<file path="config.mk">
export PLATFORM = sky130hd
export DESIGN_NAME = load_store_unit
export DESIGN_NICKNAME = d
export VERILOG_FILES = /design/src/rtl/load_store_unit_pkg.sv /design/src/rtl/load_store_unit_align.sv /design/src/rtl/load_store_unit.sv
export SDC_FILE = /design/constraint.sdc
export NUM_CORES = 1
export LEC_CHECK = 0
export CAP_MARGIN = 10
export CELL_PAD_IN_SITES_DETAIL_PLACEMENT = 1
export CELL_PAD_IN_SITES_GLOBAL_PLACEMENT = 1
export CORE_MARGIN = 5
export CORE_UTILIZATION = 33
export DETAILED_ROUTE_END_ITERATION = 7
export HOLD_SLACK_MARGIN = 0.03
export PLACE_DENSITY_LB_ADDON = 0.1
export RECOVER_POWER = 100
export SLEW_MARGIN = 20
export SYNTH_ARGS = -nofsm -noshare
export SYNTH_HDL_FRONTEND = slang
export SYNTH_SLANG_ARGS = --single-unit
</file>
<file path="constraint.sdc">
create_clock -name clk_i -period 2.85 [get_ports clk_i]
set_clock_uncertainty 0.15 [all_clocks]
set_input_delay 0.285 -clock clk_i [delete_from_list [all_inputs] [get_ports clk_i]]
set_output_delay 0.285 -clock clk_i [all_outputs]
set_load 0.05 [all_outputs]
</file>
<file path="src/rtl/load_store_unit_pkg.sv">
`timescale 1ns/1ps
`default_nettype none
// ============================================================================
// Module   : core (package)
// Brief    : Memory opcode / LSU state types and opcode classification helpers.
// Revision : 1.0 - initial release
// ============================================================================
package core;

    typedef enum logic [3:0] {
        MEM_NOP = 4'd0,
        MEM_LB  = 4'd1,
        MEM_LH  = 4'd2,
        MEM_LW  = 4'd3,
        MEM_LBU = 4'd4,
        MEM_LHU = 4'd5,
        MEM_SB  = 4'd6,
        MEM_SH  = 4'd7,
        MEM_SW  = 4'd8
    } mem_op_t;

    typedef enum logic [1:0] {
        LSU_IDLE = 2'd0,
        LSU_REQ  = 2'd1,
        LSU_WAIT = 2'd2
    } lsu_state_t;

    localparam logic [1:0] c_size_byte = 2'd0;
    localparam logic [1:0] c_size_half = 2'd1;
    localparam logic [1:0] c_size_word = 2'd2;

    function automatic logic is_load(input mem_op_t op);
        return (op == MEM_LB) || (op == MEM_LH) || (op == MEM_LW) ||
               (op == MEM_LBU) || (op == MEM_LHU);
    endfunction

    function automatic logic is_store(input mem_op_t op);
        return (op == MEM_SB) || (op == MEM_SH) || (op == MEM_SW);
    endfunction

    // MEM_NOP reports byte size so it can never look misaligned.
    function automatic logic [1:0] op_size(input mem_op_t op);
        case (op)
            MEM_LH, MEM_LHU, MEM_SH: return c_size_half;
            MEM_LW, MEM_SW:          return c_size_word;
            default:                 return c_size_byte;
        endcase
    endfunction

endpackage
`default_nettype wire

</file>
<file path="src/rtl/load_store_unit_align.sv">
`timescale 1ns/1ps
`default_nettype none
// ============================================================================
// Module   : lsu_align
// Brief    : Combinational byte-enable, store lane shift, load extract and
//            misalignment detection.
// Revision : 1.0 - initial release
// ============================================================================
module lsu_align
    import core::*;
(
    input  mem_op_t     op,
    input  logic [1:0]  offset,
    input  logic [31:0] store_data,
    input  logic [31:0] load_raw,
    output logic [3:0]  be,
    output logic [31:0] store_lane,
    output logic [31:0] load_data,
    output logic        misalign
);

    logic [4:0]  w_shift;
    logic [31:0] w_raw;
    logic [1:0]  w_size;

    always_comb begin
        w_shift    = {offset, 3'b000};
        w_size     = op_size(op);
        w_raw      = load_raw >> w_shift;
        store_lane = store_data << w_shift;

        case (w_size)
            c_size_byte: be = 4'b0001 << offset;
            c_size_half: be = 4'b0011 << offset;
            default:     be = 4'b1111;
        endcase

        case (op)
            MEM_LB:  load_data = {{24{w_raw[7]}}, w_raw[7:0]};
            MEM_LH:  load_data = {{16{w_raw[15]}}, w_raw[15:0]};
            MEM_LBU: load_data = {24'd0, w_raw[7:0]};
            MEM_LHU: load_data = {16'd0, w_raw[15:0]};
            default: load_data = w_raw;
        endcase

        misalign = ((w_size == c_size_half) && offset[0]) ||
                   ((w_size == c_size_word) && (offset != 2'b00));
    end

endmodule
`default_nettype wire

</file>
<file path="src/rtl/load_store_unit.sv">
`timescale 1ns/1ps
`default_nettype none
// ============================================================================
// Module   : load_store_unit
// Brief    : Execute-to-memory stage driving a req/gnt/rvalid data port with
//            alignment, load extension and timeout-bounded waits.
// Revision : 1.0 - initial release
// ============================================================================
module load_store_unit
    import core::*;
#(
    parameter int TIMEOUT_CYCLES = 16,
    parameter int ADDR_W         = 32
) (
    input  logic              clk_i,
    input  logic              rst_i,
    input  logic              req_valid_i,
    output logic              req_ready_o,
    input  mem_op_t           mem_op_i,
    input  logic [ADDR_W-1:0] addr_i,
    input  logic [31:0]       wdata_i,
    input  logic [4:0]        rd_i,
    output logic              dmem_req_o,
    output logic              dmem_we_o,
    output logic [3:0]        dmem_be_o,
    output logic [ADDR_W-1:0] dmem_addr_o,
    output logic [31:0]       dmem_wdata_o,
    input  logic              dmem_gnt_i,
    input  logic              dmem_rvalid_i,
    input  logic [31:0]       dmem_rdata_i,
    output logic              wb_valid_o,
    output logic [4:0]        wb_rd_o,
    output logic [31:0]       wb_data_o,
    output logic              stall_o,
    output logic              misalign_o,
    output logic              bus_err_o
);

    localparam int               c_cnt_w   = (TIMEOUT_CYCLES > 2) ? $clog2(TIMEOUT_CYCLES) : 1;
    localparam logic [c_cnt_w-1:0] c_cnt_last = c_cnt_w'(TIMEOUT_CYCLES - 1);

    lsu_state_t          r_state;
    logic [c_cnt_w-1:0]  r_cnt;
    mem_op_t             r_op;
    logic [ADDR_W-1:0]   r_addr;
    logic [31:0]         r_wdata;
    logic [4:0]          r_rd;
    logic                r_wb_valid;
    logic [4:0]          r_wb_rd;
    logic [31:0]         r_wb_data;
    logic                r_misalign;
    logic                r_bus_err;

    logic                w_idle;
    logic                w_req;
    logic                w_accept;
    mem_op_t             w_op;
    logic [1:0]          w_off;
    logic [31:0]         w_sdata;
    logic [3:0]          w_be;
    logic [31:0]         w_lane;
    logic [31:0]         w_load_data;
    logic                w_misalign;

    assign w_idle   = (r_state == LSU_IDLE);
    assign w_req    = (r_state == LSU_REQ);
    assign w_accept = req_valid_i && w_idle && (mem_op_i != MEM_NOP);

    // In IDLE the aligner inspects the incoming request for the misalign
    // check; otherwise it works on the latched transaction.
    assign w_op    = w_idle ? mem_op_i     : r_op;
    assign w_off   = w_idle ? addr_i[1:0]  : r_addr[1:0];
    assign w_sdata = w_idle ? wdata_i      : r_wdata;

    lsu_align u_align (
        .op         (w_op),
        .offset     (w_off),
        .store_data (w_sdata),
        .load_raw   (dmem_rdata_i),
        .be         (w_be),
        .store_lane (w_lane),
        .load_data  (w_load_data),
        .misalign   (w_misalign)
    );

    always_ff @(posedge clk_i) begin
        if (rst_i) begin
            r_state    <= LSU_IDLE;
            r_cnt      <= '0;
            r_op       <= MEM_NOP;
            r_addr     <= '0;
            r_wdata    <= '0;
            r_rd       <= '0;
            r_wb_valid <= 1'b0;
            r_wb_rd    <= '0;
            r_wb_data  <= '0;
            r_misalign <= 1'b0;
            r_bus_err  <= 1'b0;
        end else begin
            r_wb_valid <= 1'b0;
            r_misalign <= 1'b0;
            r_bus_err  <= 1'b0;
            case (r_state)
                LSU_IDLE: begin
                    if (w_accept) begin
                        if (w_misalign) begin
                            r_misalign <= 1'b1;
                        end else begin
                            r_op    <= mem_op_i;
                            r_addr  <= addr_i;
                            r_wdata <= wdata_i;
                            r_rd    <= rd_i;
                            r_cnt   <= '0;
                            r_state <= LSU_REQ;
                        end
                    end
                end
                LSU_REQ: begin
                    // A same-cycle rvalid is ignored: data can only follow gnt.
                    if (dmem_gnt_i) begin
                        r_cnt   <= '0;
                        r_state <= is_store(r_op) ? LSU_IDLE : LSU_WAIT;
                    end else if (r_cnt == c_cnt_last) begin
                        r_bus_err <= 1'b1;
                        r_state   <= LSU_IDLE;
                    end else begin
                        r_cnt <= r_cnt + 1'b1;
                    end
                end
                LSU_WAIT: begin
                    if (dmem_rvalid_i) begin
                        r_wb_valid <= 1'b1;
                        r_wb_rd    <= r_rd;
                        r_wb_data  <= w_load_data;
                        r_state    <= LSU_IDLE;
                    end else if (r_cnt == c_cnt_last) begin
                        r_bus_err <= 1'b1;
                        r_state   <= LSU_IDLE;
                    end else begin
                        r_cnt <= r_cnt + 1'b1;
                    end
                end
                default: r_state <= LSU_IDLE;
            endcase
        end
    end

    assign req_ready_o  = w_idle;
    assign stall_o      = !w_idle;
    assign dmem_req_o   = w_req;
    assign dmem_we_o    = w_req && is_store(r_op);
    assign dmem_be_o    = w_req ? w_be : 4'b0000;
    assign dmem_addr_o  = w_req ? {r_addr[ADDR_W-1:2], 2'b00} : '0;
    assign dmem_wdata_o = w_req ? w_lane : 32'd0;
    assign wb_valid_o   = r_wb_valid;
    assign wb_rd_o      = r_wb_rd;
    assign wb_data_o    = r_wb_data;
    assign misalign_o   = r_misalign;
    assign bus_err_o    = r_bus_err;

endmodule
`default_nettype wire

</file>
# Word-level counts from Yosys, hierarchy flattened
# Cells that the tools add are included.
# totals
ff_bits,119
input_bits,110
output_inout_bits,112
wordCells,88
# classes
addsub,1
n_eq_ne,18
n_shift,4
mux,28
bitwise,4
n_reduce_logical,22
# ops
cell,count
one-hot mux 32 bit (4 select lines),1
2-to-1 mux 32 bit,3
<< shifter 32 x 5 -> 32 bit,1
right shift 32 x 5 -> 32 bit,1
2-to-1 mux 4 bit,7
equality test 4 x 3 -> 1 bit (second input constant),5
2-to-1 mux 2 bit,7
equality test 4 bit (second input constant),3
one-hot mux 4 bit (3 select lines),1
equality test 4 x 2 -> 1 bit (second input constant),2
one-hot mux 4 bit (2 select lines),1
one-hot mux 2 bit (3 select lines),1
OR reduction 3 bit,2
logical AND 1 bit,5
2-to-1 mux 1 bit,5
adder 4 x 1 -> 4 bit (second input constant),1
equality test 2 x 1 -> 1 bit (second input constant),2
equality test 2 bit (second input constant),2
equality test 4 x 1 -> 1 bit (second input constant),1
zero test 2 bit,2
inequality test 2 bit (second input constant),2
NOT 1 bit,4
one-hot mux 2 bit (2 select lines),1
AND reduction 2 bit,2
other kinds (12),15

# Longest topological paths before layout
# Gate-level depths: netlist of run 1.
# logic_depth
depth_word,11
depth_mapped,12

# Modules after synthesis
# From an unflattened synthesis of run 1, not the netlist that was laid out.
# unflattened
cells_unflattened,876
hier_area_um2,6597.6
# by_module_without_submodules
module,instances,cells_per_inst,area_per_inst_um2,seq_area_each_um2
load_store_unit,1,661,5212.5,2382.3
lsu_align,1,215,1385.1,0.0

# Worst setup path after synthesis of run 1
# Ideal clock, no wire load.
# synth_path
path_kind,reg-to-output
startpoint,register r_state[0]
endpoint,output dmem_wdata_o[15]
t_arrival_ps,3199
path_slack_ps,-784
path_stages_with_launch,8
path_cell_list,dfxtp_1 inv_1 ha_1 mux2i_1 clkbuf_1 nand2_1 and3_1 a211oi_1
# synth_between
elab_chain_cells,4
word_cells_on_any_way,6
classes_between,1 x eq/ne; 1 x shift; 3 x mux; 1 x reduce/logical
# synth_lines
element,line,source
"start, declared",load_store_unit.sv:42,lsu_state_t r_state;
"start signal, assigned",load_store_unit.sv:122,r_state <= is_store(r_op) ? LSU_IDLE : LSU_WAIT;
zero test 2 bit (*),load_store_unit.sv:65,assign w_idle = (r_state == LSU_IDLE);
named net req_ready_o,load_store_unit.sv:18,"output logic req_ready_o,"
2-to-1 mux 32 bit or 2-to-1 mux 2 bit (tied branches),"load_store_unit.sv:73, load_store_unit.sv:72",
<< shifter 32 x 5 -> 32 bit (*),load_store_unit_align.sv:30,store_lane = store_data << w_shift;
2-to-1 mux 32 bit (*),load_store_unit.sv:154,assign dmem_wdata_o = w_req ? w_lane : 32'd0;
"end, declared",load_store_unit.sv:27,"output logic [31:0] dmem_wdata_o,"
# The timed path passes the listed nets; every way through them passes the cells marked *.

# Worst setup path after layout of run 1
# layout_path
startpoint,register r_state[0]
endpoint,output dmem_wdata_o[15]
# layout_between
elab_chain_cells,4
word_cells_on_any_way,6
classes_between,1 x eq/ne; 1 x shift; 3 x mux; 1 x reduce/logical
# layout_lines
element,line
zero test 2 bit,load_store_unit.sv:65
2-to-1 mux 32 bit or 2-to-1 mux 2 bit (tied branches),"load_store_unit.sv:73, load_store_unit.sv:72"
<< shifter 32 x 5 -> 32 bit,load_store_unit_align.sv:30
2-to-1 mux 32 bit (*),load_store_unit.sv:154
# Every way passes the cells marked *; elsewhere a longest branch is shown, timed or not.

==> metrics.txt, run 1 <==
status=completed; horizontal extent of the die=between 150 and 200 µm; initial antenna violation count=0; Hold Path Sink=wb_data_o[7]$_SDFFE_PP0P_; Antenna diodes=0; Die Area=22,920 µm²; Hold WC Path Type=in2reg; final design instance area without fill=between 10,000 and 15,000 µm²; Worst Path Class, Setup=reg2out; Async SR Flop Fraction=0; num rows=51; ratio of final minimum period to clock period=0.9932; IO Count=222; most frequently used flop master after synthesis=sky130_fd_sc_hd__dfxtp_1; largest net degree at the start of global routing=74; Hold Worst Slack=151.6 ps; ratio of routed vias to standard cells=5.148; final std cells w/o fill=1,375; number of antenna-violating nets in the routed design=0; endpoint class of the critical path=primary output; unrepaired setup endpoints after global routing=true; dpl ws=125.3 ps; leakage power figure=4.116 nW; H-Tree Depth=4; worst slew slack as a fraction of its limit=0.4614; placed cells=1,321; number of synthesized flops with an enable pin=0; slew at the pin with the worst max-slew slack=between 800 and 900 ps; via count of the first global-routing pass=around 7,000; Total Wirelength=25,720 µm; Synth Register Bits=119; instance count along the most critical hold path=2; final-report hold violation count=0; remaining design rule violation count=0; global route total overflow=0; number of design-rule violations left by the first detailed-router iteration=318; slack of the worst reg-to-reg path=100 ps; total CTS buffers=17; Req. time, crit path=2410 ps; synthesized cell area=6598 µm²; worst r2r path cells=12; leading cell type in the layout, fill and taps excluded=sky130_fd_sc_hd__nand2_1; commonest cells after routing, fill and taps aside=sky130_fd_sc_hd__nand2_1 (210), sky130_fd_sc_hd__clkdlybuf4s50_1 (149), sky130_fd_sc_hd__a21oi_1 (122), sky130_fd_sc_hd__dfxtp_1 (116), sky130_fd_sc_hd__buf_4 (77); worst hold path startpoint=rst_i; utilization after layout=0.5440; input/output buffers=219; GRT Total Usage=0.2160; count of yosys warnings during synthesis=0; CTS tree=yes; Worst-path clk slew=60 ps; routed len/inst=~19 µm; max-slew violation total from the final report=0; register area share after synthesis=0.3611; maxcap violations=0; Layout area overhead=61.52%; Max Freq=353.3 MHz; routed vias=7,079; Total Nets Final=1,212; area of the core=approximately 20,000 µm²; critical path arrival=2400 ps; count of cell types in the netlist=47; # fillers=2,287; clock sinks=119; top fanout value on the critical path=8; Clk Latency, worst-skew pair=420 ps; final setup fails=0; root cell of the clock tree=sky130_fd_sc_hd__clkbuf_16; effective utilization at floorplan=0.3368; worst-case setup margin in the final layout=19.47 ps; Final Total Pwr=7.389 mW; half-perimeter wire length of the detailed placement result=18,050 µm; power per cell area=between 600 and 700 nW/µm²; Worst IR Drop VDD=between 0.4 and 0.5 mV; kind of start point of the critical path=flip-flop; number of cells produced by synthesis=between 800 and 900; share of cells above drive strength 1=0.2279; overall die height=151.4 µm; mean cell area of the mapped netlist=7.627 µm²; Detailed Routing Iterations Pass 1=4; first-pass GRT wire length=38,940 µm; post-route setup TNS=0 ps; final critical-path required period=2831 ps; worst r2r dst=r_wdata[10]$_SDFFE_PP0P_; area after detailed placement=9480 µm²; start of the worst register-to-register path=r_state[0]$_SDFFE_PP0P_; Routability Congestion=about 0.8; Max clock buf depth=2
==> sequential cells by signal (all words and copies together), names as in the netlist <==
name,count
r_state,2
wb_valid_o,1
r_cnt,4
r_op,4
wb_rd_o,5
bus_err_o,1
r_wdata,32
wb_data_o,32
misalign_o,1
r_rd,5
r_addr,32
==> Yosys cell counts, types with 2 or more instances <==
cell                       count  area share
sky130_fd_sc_hd__o21ai_0      40       0.030
sky130_fd_sc_hd__a21oi_1     122       0.093
sky130_fd_sc_hd__inv_1         6      0.0034
sky130_fd_sc_hd__o31a_1        2      0.0027
sky130_fd_sc_hd__o22ai_1       7      0.0066
sky130_fd_sc_hd__mux2i_2       2      0.0042
sky130_fd_sc_hd__dfxtp_1     119        0.36
sky130_fd_sc_hd__and2_1       38       0.036
sky130_fd_sc_hd__nor2_1       32       0.018
sky130_fd_sc_hd__buf_6        12       0.020
sky130_fd_sc_hd__or3_1         8      0.0076
sky130_fd_sc_hd__buf_2        11      0.0083
sky130_fd_sc_hd__nand3_1       8      0.0061
sky130_fd_sc_hd__mux2_2        9       0.015
sky130_fd_sc_hd__nor3_1        8      0.0061
sky130_fd_sc_hd__nor2b_1      13       0.012
sky130_fd_sc_hd__buf_4         5      0.0057
sky130_fd_sc_hd__o21a_1       13       0.015
sky130_fd_sc_hd__nand4_1       2      0.0019
sky130_fd_sc_hd__ha_1          5      0.0095
sky130_fd_sc_hd__a211oi_1     45       0.051
sky130_fd_sc_hd__a31oi_1       4      0.0038
sky130_fd_sc_hd__a32o_1        2      0.0030
sky130_fd_sc_hd__nand2_1     217        0.12
sky130_fd_sc_hd__mux2_4        3      0.0068
sky130_fd_sc_hd__nand3b_1      2      0.0023
sky130_fd_sc_hd__clkbuf_1     42       0.024
sky130_fd_sc_hd__and3_1       15       0.014
sky130_fd_sc_hd__mux2i_1      55       0.083
==> metal layers <==
| layer | share of wire | vias to the layer above | GRT usage |
|---|---|---|---|
| li1 | - | 3459 | - |
| met3 | 0.074 | 26 | 0.06553 |
| met4 | 0.015 | 0 | 0.05802 |
| met5 | 0 | - | 0 |
| met2 | 0.47 | 207 | 0.3503 |
| met1 | 0.44 | 3387 | 0.2792 |
==> repair_timing <==
item,4_1_cts,5_1_grt
hold buffers,0,0
buffers inserted,7,14
gates cloned,0,1
gates resized for setup,23,65
endpoints found under the setup margin,36,36
pin swaps,7,25
==> report_power, final <==
group	leakage, nW	internal (mW)	switching (mW)
clock network	0.291	1.31	0.872
registers	0.971	1.82	0.110
logic	2.85	1.41	1.88
==> worst max path at each step <==
stage,end,start,slack (ps),cells after the start
2_1_floorplan,dmem_wdata_o[15],r_state[0]$_SDFFE_PP0P_,-110,7
3_3_place_gp,dmem_wdata_o[23],addr_i[0],180,7
3_5_place_dp,r_wdata[22]$_SDFFE_PP0P_,addr_i[0],130,9
4_1_cts,dmem_be_o[2],r_state[1]$_SDFFE_PP0P_,-30,11
5_1_grt,dmem_wdata_o[15],r_state[0]$_SDFFE_PP0P_,-100,9
6_report,dmem_wdata_o[15],r_state[0]$_SDFFE_PP0P_,20,9
==> cell type report <==
cell class | count | area, µm² | area share
clock inverter | 15 | 167.7 | 0.01573
inverter | 6 | 27.53 | 0.002583
clock buffer | 17 | 425.4 | 0.03992
sequential | 119 | 2391 | 0.2244
tap | 265 | 331.6 | 0.03111
multi-input combinational | 671 | 4212 | 0.3952
timing repair buffer | 282 | 3102 | 0.2911
==> kinds of logic after synthesis <==
kind of cell             count (synthesis)  share of synthesized area
AO/OA/AOI/OAI                          246                     0.2221
XOR/XNOR                                 1                   0.001328
adder cells (fa/ha/maj)                  5                   0.009482
buffers and inverters                   76                    0.06182
flip-flops                             119                     0.3611
multiplexers                            69                     0.1098
other                                    1                  0.0005684
AND/OR/NAND/NOR                        348                     0.2338
==> critical path: stages, from the launching register on <==
cell and delay (ps):
sky130_fd_sc_hd__dfxtp_4 360, sky130_fd_sc_hd__inv_4 70, sky130_fd_sc_hd__ha_4 170, sky130_fd_sc_hd__buf_12 140
sky130_fd_sc_hd__buf_12 120, sky130_fd_sc_hd__mux2i_4 380, sky130_fd_sc_hd__nand2_2 110, sky130_fd_sc_hd__buf_12 180
sky130_fd_sc_hd__a211oi_2 260, sky130_fd_sc_hd__buf_12 180
Power figures use the tool's default switching activity.
==> run 2, diff against run 1 <==
Settings changed: CORE_UTILIZATION 33 to 35, CTS_CLUSTER_DIAMETER from default to 60.
Clock period 2.85 ns to 3.5 ns, I/O delays scaled along.
==> run 2 against run 1 <==
Against the previous run:
- critical path depth unchanged
- via count down 2.8%
- critical endpoint is now dmem_wdata_o[27]
- non-clock buffer count decreased by 44
- cell count is 5.5% lower
- sequential power is 19% lower
- first-iteration DRC count down 25%
- critical path type unchanged
- die area decreased by 5.3%
- worst hold slack better by 76 ps
- clock-buffer cell count increased by 1
- register-to-register slack improved by 120 ps
- core utilization decreased by 2.2 points
==> metrics.txt, run 2 (synthesis gave the netlist of run 1 again) <==
worst slew slack as a fraction of its limit=0.1874 (-0.2740); critical path arrival=2910 ps (+510 ps); number of design-rule violations left by the first detailed-router iteration=237 (-25%); slack of the worst reg-to-reg path=220 ps (+120 ps); final std cells w/o fill=1,300 (-5.5%); hold buffer count at CTS=0 (unchanged); ratio of final minimum period to clock period=0.9746; Post-CTS Repair Setup Buffers=0 (-7); Hold Worst Slack=227.7 ps (+76.02 ps); dpl ws=453.8 ps (+328.5 ps); part of the power in registers=0.278 (+0.017); final design instance area without fill=9736 µm² (-8.6%); placed cells=1,268 (-4.0%); final-report hold violation count=0 (unchanged); Total Nets Final=1,168 (-3.6%); switch share=0.3778 (-0.008924); # fillers=2,230 (-2.5%); share of cells above drive strength 1=0.1041 (-0.1238); GRT Total Usage=0.2276 (+0.01156); endpoint class of the critical path=primary output; root cell of the clock tree=sky130_fd_sc_hd__clkbuf_16; Max clock buf depth=2 (unchanged); Switch Pwr=2.118 mW (-26%); first-pass GRT wire length=39,650 µm (+1.8%); utilization after layout=0.5222 (-0.02176); final setup fails=0 (unchanged); num rows=50 (-2.0%); part of the power in the clock network=0.339 (+0.044); internal power component=3.488 mW (-23%); worst setup path endpoint=dmem_wdata_o[27]; ratio of routed vias to standard cells=5.295 (+2.9%); worst r2r dst=r_cnt[3]$_SDFFE_PP0P_; worst-case setup margin in the final layout=88.80 ps (+69.33 ps); Worst Path Class, Setup=reg2out; via count of the first global-routing pass=7,167 (-0.61%); global route total overflow=0 (unchanged); Req. time, crit path=3000 ps (+590 ps); number of resized instances in the post-cts repair step=0 (-100%); final critical-path required period=3411 ps; start of the worst register-to-register path=r_state[0]$_SDFFE_PP0P_; area of the core=18,640 µm² (-4.8%); relative contribution of combinational cells to total power=0.384 (-0.060); total CTS buffers=17 (unchanged); Hold WC Path Type=in2reg; largest net degree at the start of global routing=74 (unchanged); IO Count=222 (unchanged); sequential standard cell area=2382 µm² (-0.37%); Routability Congestion=0.8081 (+0.81%); Final Total Pwr=5.606 mW (-24%); unrepaired setup endpoints after global routing=true; Total Wirelength=24,970 µm (-2.9%); clock sinks=119 (unchanged); multi-input logic area=3847 µm² (-8.6%); status=completed; H-Tree Depth=4 (unchanged); horizontal extent of the die=147.3 µm (-2.7%); input/output buffers=219 (unchanged); Detailed Routing Iterations Pass 1=4 (unchanged); overall die height=147.3 µm (-2.7%); routed len/inst=19.21 µm (+2.7%); initial antenna violation count=0 (unchanged); leading cell type in the layout, fill and taps excluded=sky130_fd_sc_hd__nand2_1; effective utilization at floorplan=0.3539 (+0.01711); number of antenna-violating nets in the routed design=0 (unchanged); top fanout value on the critical path=20 (+12); kind of start point of the critical path=flip-flop; worst r2r path cells=8 (-4); Max Freq=293.2 MHz; Antenna diodes=0 (unchanged); area after detailed placement=9261 µm² (-2.3%); Die Area=21,700 µm² (-5.3%); max-slew violation total from the final report=0 (unchanged); slew at the pin with the worst max-slew slack=1219 ps (+411.0 ps); maxcap violations=0 (unchanged); commonest cells after routing, fill and taps aside=sky130_fd_sc_hd__nand2_1 (217), sky130_fd_sc_hd__a21oi_1 (122), sky130_fd_sc_hd__dfxtp_1 (119), sky130_fd_sc_hd__clkdlybuf4s50_1 (109), sky130_fd_sc_hd__dlygate4sd3_1 (73); leakage power figure=3.976 nW (-3.4%); Layout area overhead=47.56%; startpoint of the most critical setup path=r_state[0]$_SDFFE_PP0P_; remaining design rule violation count=0 (unchanged); power per cell area=575.8 nW/µm² (-17%); routed vias=6,884 (-2.8%); Worst IR Drop VDD=0.3633 mV (-15%); half-perimeter wire length of the detailed placement result=17,320 µm (-4.0%); post-route setup TNS=0 ps (unchanged); Clk Latency, worst-skew pair=410 ps (about the same); Worst-path clk slew=60 ps (about the same); CTS tree=yes
run 2: worst min path at each step:
stage / from / end / cells past startpoint
after floorplan: r_addr[10]$_SDFFE_PP0P_ / r_addr[10]$_SDFFE_PP0P_ / 2
after global placement: r_addr[12]$_SDFFE_PP0P_ / r_addr[12]$_SDFFE_PP0P_ / 2
after detailed placement: r_wdata[24]$_SDFFE_PP0P_ / r_wdata[24]$_SDFFE_PP0P_ / 2
after CTS: rst_i / r_op[2]$_SDFFE_PP0P_ / 2
after global routing: rst_i / r_op[3]$_SDFFE_PP0P_ / 2
final: rst_i / r_op[0]$_SDFFE_PP0P_ / 2
run 2: layer usage:
layer | GRT usage | vias to the layer above | wire (µm)
met5 | 0 | - | 0
met4 | 0.05172 | 0 | 307
met3 | 0.07279 | 23 | 1754
met2 | 0.3820 | 172 | 11680
met1 | 0.2862 | 3326 | 11230
li1 | - | 3363 | -
run 2: power groups by stage:
stage / Clock [mW] / Combinational [mW] / Sequential (mW)
floorplan: 0 / 1.40 / 1.61
global placement: 0 / 2.22 / 1.58
detailed placement: 0 / 2.25 / 1.58
CTS: 1.94 / 2.26 / 1.56
global route: 2.00 / 2.32 / 1.57
finish: 1.90 / 2.15 / 1.56
run 2: cell type report:
type | count | area share
Tap cell | 234 | 0.03007
Timing Repair Buffer | 238 | 0.2623
Sequential cell | 119 | 0.2447
Inverter | 6 | 0.002313
Multi-Input combinational cell | 671 | 0.3952
Clock inverter | 14 | 0.02031
Clock buffer | 18 | 0.04511
run 2: critical path: stages (launching register included):
cell and delay [ps]:
sky130_fd_sc_hd__dfxtp_1 350, sky130_fd_sc_hd__inv_1 140, sky130_fd_sc_hd__ha_4 370, sky130_fd_sc_hd__mux2i_2 500, sky130_fd_sc_hd__buf_12 230, sky130_fd_sc_hd__nand2_1 60, sky130_fd_sc_hd__and3_1 200, sky130_fd_sc_hd__a211oi_1 280
sky130_fd_sc_hd__o21a_1 200, sky130_fd_sc_hd__buf_12 150
==> run 3, diff against run 2 <==
Settings changed: GPL_TIMING_DRIVEN from default to 1.
==> results of run 3 <==
Final layout, timing and power as in run 2 (identical DEF).
